--- config.mk ---
export PLATFORM = sky130hd
export DESIGN_NAME = if_fetch_stage
export DESIGN_NICKNAME = d
export VERILOG_FILES = /design/src/rtl/if_fetch_stage.sv
export SDC_FILE = /design/constraint.sdc
export NUM_CORES = 1
export LEC_CHECK = 0
export ABC_CLOCK_PERIOD_IN_PS = 2900
export BUFFER_PORTS_ARGS = -buffer_cell sky130_fd_sc_hd__buf_4
export CORE_MARGIN = 1.5
export CORE_UTILIZATION = 45
export DETAILED_ROUTE_END_ITERATION = 8
export GPL_ROUTABILITY_DRIVEN = 0
export PLACE_DENSITY_LB_ADDON = 0.25
export SYNTH_ARGS = -nofsm -noshare
export SYNTH_HDL_FRONTEND = slang
export SYNTH_SLANG_ARGS = --single-unit
export TNS_END_PERCENT = 20
--- constraint.sdc ---
create_clock -name clk -period 2.9 [get_ports clk]
set_input_delay 0.145 -clock clk [delete_from_list [all_inputs] [get_ports clk]]
set_output_delay 0.145 -clock clk [all_outputs]
set_load 0.005 [all_outputs]
--- src/rtl/if_fetch_stage.sv ---
// Instruction-fetch stage: owns the PC, the imem request/ack handshake and the IF/ID register.
// A one-entry skid keeps a fetch that completes during an ID stall; redirects squash wrong-path fetches.
module if_fetch_stage #(
  parameter logic [31:0] RESET_PC  = 32'h0000_0000,
  parameter logic [1:0]  PC_NEXT   = 2'd0,
  parameter logic [1:0]  PC_JUMP   = 2'd1,
  parameter logic [1:0]  PC_JR     = 2'd2,
  parameter logic [1:0]  PC_BRANCH = 2'd3
) (
  input  logic        clk,
  input  logic        rst,
  input  logic        if_en,
  input  logic [1:0]  pc_src,
  input  logic [31:0] jr_target,
  output logic        imem_req,
  output logic [31:0] imem_addr,
  input  logic        imem_ack,
  input  logic [31:0] imem_rdata,
  output logic [31:0] id_inst,
  output logic [31:0] id_pc,
  output logic [31:0] id_pc_plus4,
  output logic        id_valid,
  output logic        fetch_busy
);

  localparam logic [1:0] ST_FETCH = 2'd0;
  localparam logic [1:0] ST_HOLD  = 2'd1;
  localparam logic [1:0] ST_DRAIN = 2'd2;

  logic [1:0]  state;
  logic [31:0] pc;
  logic [31:0] pc_pending;
  logic [31:0] skid_inst;
  logic [31:0] skid_pc;

  logic        redirect;
  logic [31:0] target;
  logic [31:0] pc_plus4;

  assign pc_plus4 = pc + 32'd4;
  assign redirect = id_valid & if_en & (pc_src != PC_NEXT);

  always_comb begin
    target = id_pc_plus4;
    if (pc_src == PC_JUMP) begin
      target = {id_pc_plus4[31:28], id_inst[25:0], 2'b00};
    end else if (pc_src == PC_JR) begin
      target = jr_target;
    end else if (pc_src == PC_BRANCH) begin
      target = id_pc_plus4 + {{14{id_inst[15]}}, id_inst[15:0], 2'b00};
    end
    // Misaligned register targets are truncated to the containing word.
    target[1:0] = 2'b00;
  end

  // In DRAIN the old address stays on the bus until the outstanding fetch is acked.
  assign imem_req   = ~rst & (state != ST_HOLD);
  assign imem_addr  = {pc[31:2], 2'b00};
  assign fetch_busy = ((state == ST_FETCH) & ~imem_ack) | (state == ST_DRAIN);

  always_ff @(posedge clk) begin
    if (rst) begin
      state       <= ST_FETCH;
      pc          <= RESET_PC;
      pc_pending  <= 32'd0;
      skid_inst   <= 32'd0;
      skid_pc     <= 32'd0;
      id_inst     <= 32'd0;
      id_pc       <= 32'd0;
      id_pc_plus4 <= 32'd0;
      id_valid    <= 1'b0;
    end else begin
      case (state)
        ST_FETCH: begin
          if (redirect) begin
            id_valid <= 1'b0;
            if (imem_ack) begin
              pc <= target;
            end else begin
              pc_pending <= target;
              state      <= ST_DRAIN;
            end
          end else if (imem_ack) begin
            pc <= pc_plus4;
            if (if_en) begin
              id_inst     <= imem_rdata;
              id_pc       <= pc;
              id_pc_plus4 <= pc_plus4;
              id_valid    <= 1'b1;
            end else begin
              skid_inst <= imem_rdata;
              skid_pc   <= pc;
              state     <= ST_HOLD;
            end
          end else if (if_en) begin
            id_valid <= 1'b0;
          end
        end
        ST_HOLD: begin
          if (redirect) begin
            id_valid <= 1'b0;
            pc       <= target;
            state    <= ST_FETCH;
          end else if (if_en) begin
            id_inst     <= skid_inst;
            id_pc       <= skid_pc;
            id_pc_plus4 <= skid_pc + 32'd4;
            id_valid    <= 1'b1;
            state       <= ST_FETCH;
          end
        end
        ST_DRAIN: begin
          if (if_en) begin
            id_valid <= 1'b0;
          end
          if (redirect) begin
            pc_pending <= target;
          end
          if (imem_ack) begin
            pc    <= redirect ? target : pc_pending;
            state <= ST_FETCH;
          end
        end
        default: begin
          state <= ST_FETCH;
        end
      endcase
    end
  end

endmodule

After elaboration in Yosys (flattened, before gate mapping)
Cells that the tools add are included.

storage, ports and cells
  register bits after elaboration = 227
  input bits = 70
  output and inout bits = 131

cells by class
  $add $sub $neg = 3
  eq/ne operators = 19
  mux-type cells = 45
  bitwise gates (word level) = 9
  reductions and logical operators = 10

operator list
  operator               count
  $mux 32                26
  $pmux 32 s2            4
  $pmux 32 s3            1
  $add 32x3->32 const B  2
  $add 32x32->32         1
  $ne 2x2->1 const B     9
  $mux 2                 7
  $ne 3x3->1 const B     4
  $reduce_and 4->1       2
  $eq 2x2->1 const B     3
  $pmux 2 s3             1
  $reduce_and 6->1       1
  $reduce_bool 2->1      3
  $mux 1                 5
  $reduce_and 5->1       1
  $and 1x1->1            4
  $eq 2x1->1 const B     2
  $not 1->1              4
  $pmux 1 s3             1
  $reduce_and 3->1       1
  $reduce_bool 3->1      1
  $logic_not 2->1        1
  $ne 2x1->1 const B     1
  $or 1x1->1             1

Logic depth before layout (Yosys ltp)
  word-level depth = 7
  mapped depth = 11
  gate-level depth less buffers = 11

Least setup slack after synthesis
OpenSTA, ideal clock, no wires.

  path kind = register -> register
  from = reg id_inst[15]
  to = reg pc_pending[31]
  setup time = 0.070 ns
  arrival = 2.801 ns
  slack = 0.029 ns
  stages on the path, launching flop included = 11
  buffers on the path = 0
  period minus slack after synthesis = 2.871 ns
  cells stage by stage = dfxtp_1 ha_1 a21oi_1 o211ai_1 a221oi_2 nor3b_1 or3_1 o311a_1 mux2i_1 or3_1 a21oi_1

between the ends
  longest elaborated chain between the ends = 7
  elaborated cells on any way between the ends = 8

ends and longest elaborated chain
  item                      RTL line  source
  start: declaration        19        output logic [31:0] id_inst,
  start signal: assignment  86        id_inst <= imem_rdata;
  start signal: assignment  105       id_inst <= skid_inst;
  $add 32x32->32 (*)        50        target = id_pc_plus4 + {{14{id_inst[15]}}, id_inst[15:0], 2'b00};
  $mux 32 (*)               49        end else if (pc_src == PC_BRANCH) begin
  $mux 32 (*)               47        end else if (pc_src == PC_JR) begin
  $mux 32 (*)               45        if (pc_src == PC_JUMP) begin
  $mux 32                   77        if (imem_ack) begin
  $mux 32                   75        if (redirect) begin
  $pmux 32 s2 (*)           73        case (state)
  end signal: assignment    80        pc_pending <= target;
  end signal: assignment    117       pc_pending <= target;
  end: declaration          32        logic [31:0] pc_pending;

Every way passes the cells marked *; elsewhere a longest branch is shown, timed or not. The select of a mux whose other input is x is not followed.
A chain may end at the register's enable or synchronous reset.

Worst setup path in the final report
  from = reg id_inst[0]
  to = reg pc_pending[28]

Same word-level chain as after synthesis.

==> metrics <==
Clock Latency Late Sink around 0.55 ns; Clock Skew roughly 0.016 ns; failing checks setup timing; Place WS -0.177 ns; total power approximately 9.0 mW; H-tree depth 1; Fin. Hold Viols 0; leakage just under 7 nW; DR WL/cell about 21 um; number of synthesized flops with an enable pin 0; Max VDD drop between 400 and 500 uV; standard-cell rows 62; Post-Syn Area around 13000 um2; startpoint types register; Yosys reg bits ~230; Die H 175 um; filler instances 2634; Final Non-Filler Cells around 2.3k; syn_area_per_cell roughly 8 um2; setup violators final 5; async set-reset flop share out of synthesis 0%; CTS tree yes; achievable clock frequency between 300 and 400 MHz; CP cell instances ha_4 > fa_2 > a21o_1 > a22oi_2 > a211o_2 > o211ai_1 > a2111oi_2 > buf_4 > o21ai_2 > mux2i_1 > o21ai_1 > a311oi_1; Ant. Diodes 0; wirelength, routed between 40000 and 50000 um; Antenna Nets Post-Route 0; vias in the first global route ~13k; CTS buffer count 26; number of vias per cell roughly 6.0; post-route cell area between 15000 and 20000 um2; Post-Place Cell Area roughly 16000 um2; Final period util 102%; Period minus WS final ~3 ns; drc violations 0; flop-to-flop setup slack -0.05 ns; prevailing post-synth register cell dfxtp_1; Max Transition Viols Final 0; setup ws final -0.0511 ns; post-synthesis sequential area ratio 33.7%; run status finished with violations; post-synthesis cell type count 83; Die ar. 30800 um2; Hold Path Depth 2; Max Buffers Root-to-Sink 3; Least-Margin Pin Slew around 0.71 ns; Clock Tree Root clkbuf_16; core area a little under 30000 um2; met1 WL 20300 um; YS warnings 0; Cells after DPL 2268; CP Buf/Inv Count 1; Max-slew headroom between 50 and 60%; CP max stage delay around 0.46 ns; MaxCap Viol Count 0; clk sinks ~230; WP data required approximately 3.4 ns; largest net degree at the start of global routing just under 80; Hold WC Path Type input pin to register; via count between 10k and 15k; Reg2Reg Depth 12; Clk pin slew, worst setup/hold paths about 0.07 ns; nets just over 2k; WS Path Type register to register; cell depth of the worst setup path 12; IO buf count 196; met2 routed WL 21800 um; pwr/cell area between 500 and 600 nW/um2; Initial DRC Count approximately 1.3k; TritonRoute pass-1 iters 8; top sig layer met4; area grow syn2layout 28.6%; crit path DAT 3.40 ns; layout cells sized above 1 roughly a quarter; dpl hpwl around 36000 um; RSZ-0062 raised after global routing true; starting density of the core approximately 46%; Crit path max-delay family compound AO/OA/AOI/OAI gates; slowest library cell on the worst path a2111oi_2; metal3 WL around 4400 um; CP max FO 3; Total Routing Usage GR 31.3%; TNS Setup -0.106 ns; Gate Count Post-Synth about 1.7k; initial antenna violation count 0; first-pass GRT wire length 75600 um; I/O pin total roughly 200; crit end category register; die width approximately 180 um; GRT overflow 0
[through the flow]
stage / hold WS, ns / utilization [%]
floorplan: 0.281 / -
global placement: 0.402 / 54.5
detailed placement: 0.411 / 54.5
CTS: 0.00732 / 58.8
global route: 0.0406 / 59.3
finish: 0.00517 / 59.3
[synth_stat cells, drive strengths merged, types with 5 or more instances]
master,number,area share (%)
mux2i,93,7.0
inv,25,0.70
nand3,59,2.4
a21o,15,0.84
nand4,10,0.47
o31ai,6,0.34
nor2,173,4.9
o221ai,5,0.33
xor2,41,2.7
mux4,13,2.2
and4,5,0.33
nor3,36,1.4
dfxtp,225,34
and3,17,0.80
o211ai,21,1.2
mux2,8,0.67
clkbuf,107,3.0
buf,47,2.3
a311oi,5,0.37
xnor2,33,2.2
o21a,6,0.34
a211oi,85,4.8
a211o,7,0.47
nor4,6,0.44
ha,35,3.3
nand2,271,7.6
nor2b,6,0.28
a221oi,13,0.90
o22ai,10,0.47
a21oi,177,6.6
or3,8,0.41
a22oi,9,0.51
o21ai,66,2.5
[worst paths after layout]
path	start	to
hold reg to reg	skid_inst[2]	skid_inst[2]
hold / removal	rst	pc_pending[21]
setup reg to reg	id_inst[0]	pc_pending[28]
setup / recovery	id_inst[0]	pc_pending[28]
[area by class of cell]
cell class              instances  area [um2]  share of cell area [%]
repair buffers                371        2960                    17.2
flip-flops and latches        225        4510                    26.2
multi-input cells            1296        8250                    48.0
clock buffers                  34         741                    4.31
well taps                     384         480                    2.79
clock inverters                13         163                   0.946
inverters                      26        97.6                   0.567
[sequential cells by signal, summed over array words and instances (netlist names)]
name,flops
id_pc,32
skid_pc,32
pc,32
id_valid,1
id_inst,32
id_pc_plus4,30
pc_pending,32
state,2
skid_inst,32
[kinds of logic after synthesis]
family,count (synthesis),share of synthesized area [%]
other,1,0.0280
and+or+nand+nor,609,20.0
AOI/OAI and AO/OA,461,22.1
buffers and inverters,180,6.05
adders and majority gates,36,3.42
xor gates and xnor gates,74,4.85
DFF,225,33.7
muxes,114,9.82
[report_power, final]
group	leakage [nW]	switching, mW	internal, mW
logic	4.52	1.15	0.898
clock network	0.440	1.39	2.07
registers	1.84	0.194	3.28
[layer usage]
| metal | GRT usage, % | up-vias |
|---|---|---|
| met3 | 6.71 | 154 |
| met4 | 15.7 | 0 |
| met1 | 41.2 | 6649 |
| li1 | - | 6540 |
| met5 | 0 | - |
| met2 | 48.4 | 642 |
[worst register-to-register path: cells and delay by family (launching register included)]
family / cells / cell delay (ns)
buffers and inverters: 1 / 0.19
multiplexers: 1 / 0.21
flip-flops: 1 / 0.33
AO/OA/AOI/OAI: 8 / 1.55
adder cells (fa/ha/maj): 2 / 0.57
[what timing repair did]
item                                    4_1_cts  5_1_grt
buffers inserted                              0        2
hold endpoints to repair                     61        0
resized for setup                             9       25
pin swaps                                     0       17
hold buffers                                 32        0
endpoints found under the setup margin        9       28
[cell usage in the layout, fill, tap and decap left out, types with 7 or more instances in the layout]
cell type,netlist,routed
nand2_1,271,270
dfxtp_1,225,222
nor3_1,34,34
nand3_1,55,52
inv_1,25,25
mux4_2,13,13
a21o_1,15,15
dlygate4sd3_1,0,32
buf_12,0,7
a221oi_1,12,8
xor2_1,41,41
nor2_1,172,170
mux2_2,8,8
a211oi_1,83,82
clkbuf_16,0,26
buf_4,34,330
mux2i_1,93,93
a21oi_1,177,175
xnor2_1,33,33
o21ai_0,61,61
o22ai_1,10,10
o211ai_1,20,20
and3_1,17,16
a22oi_1,9,8
nand4_1,10,10
ha_1,35,30
(Power assumes the default switching activity.)
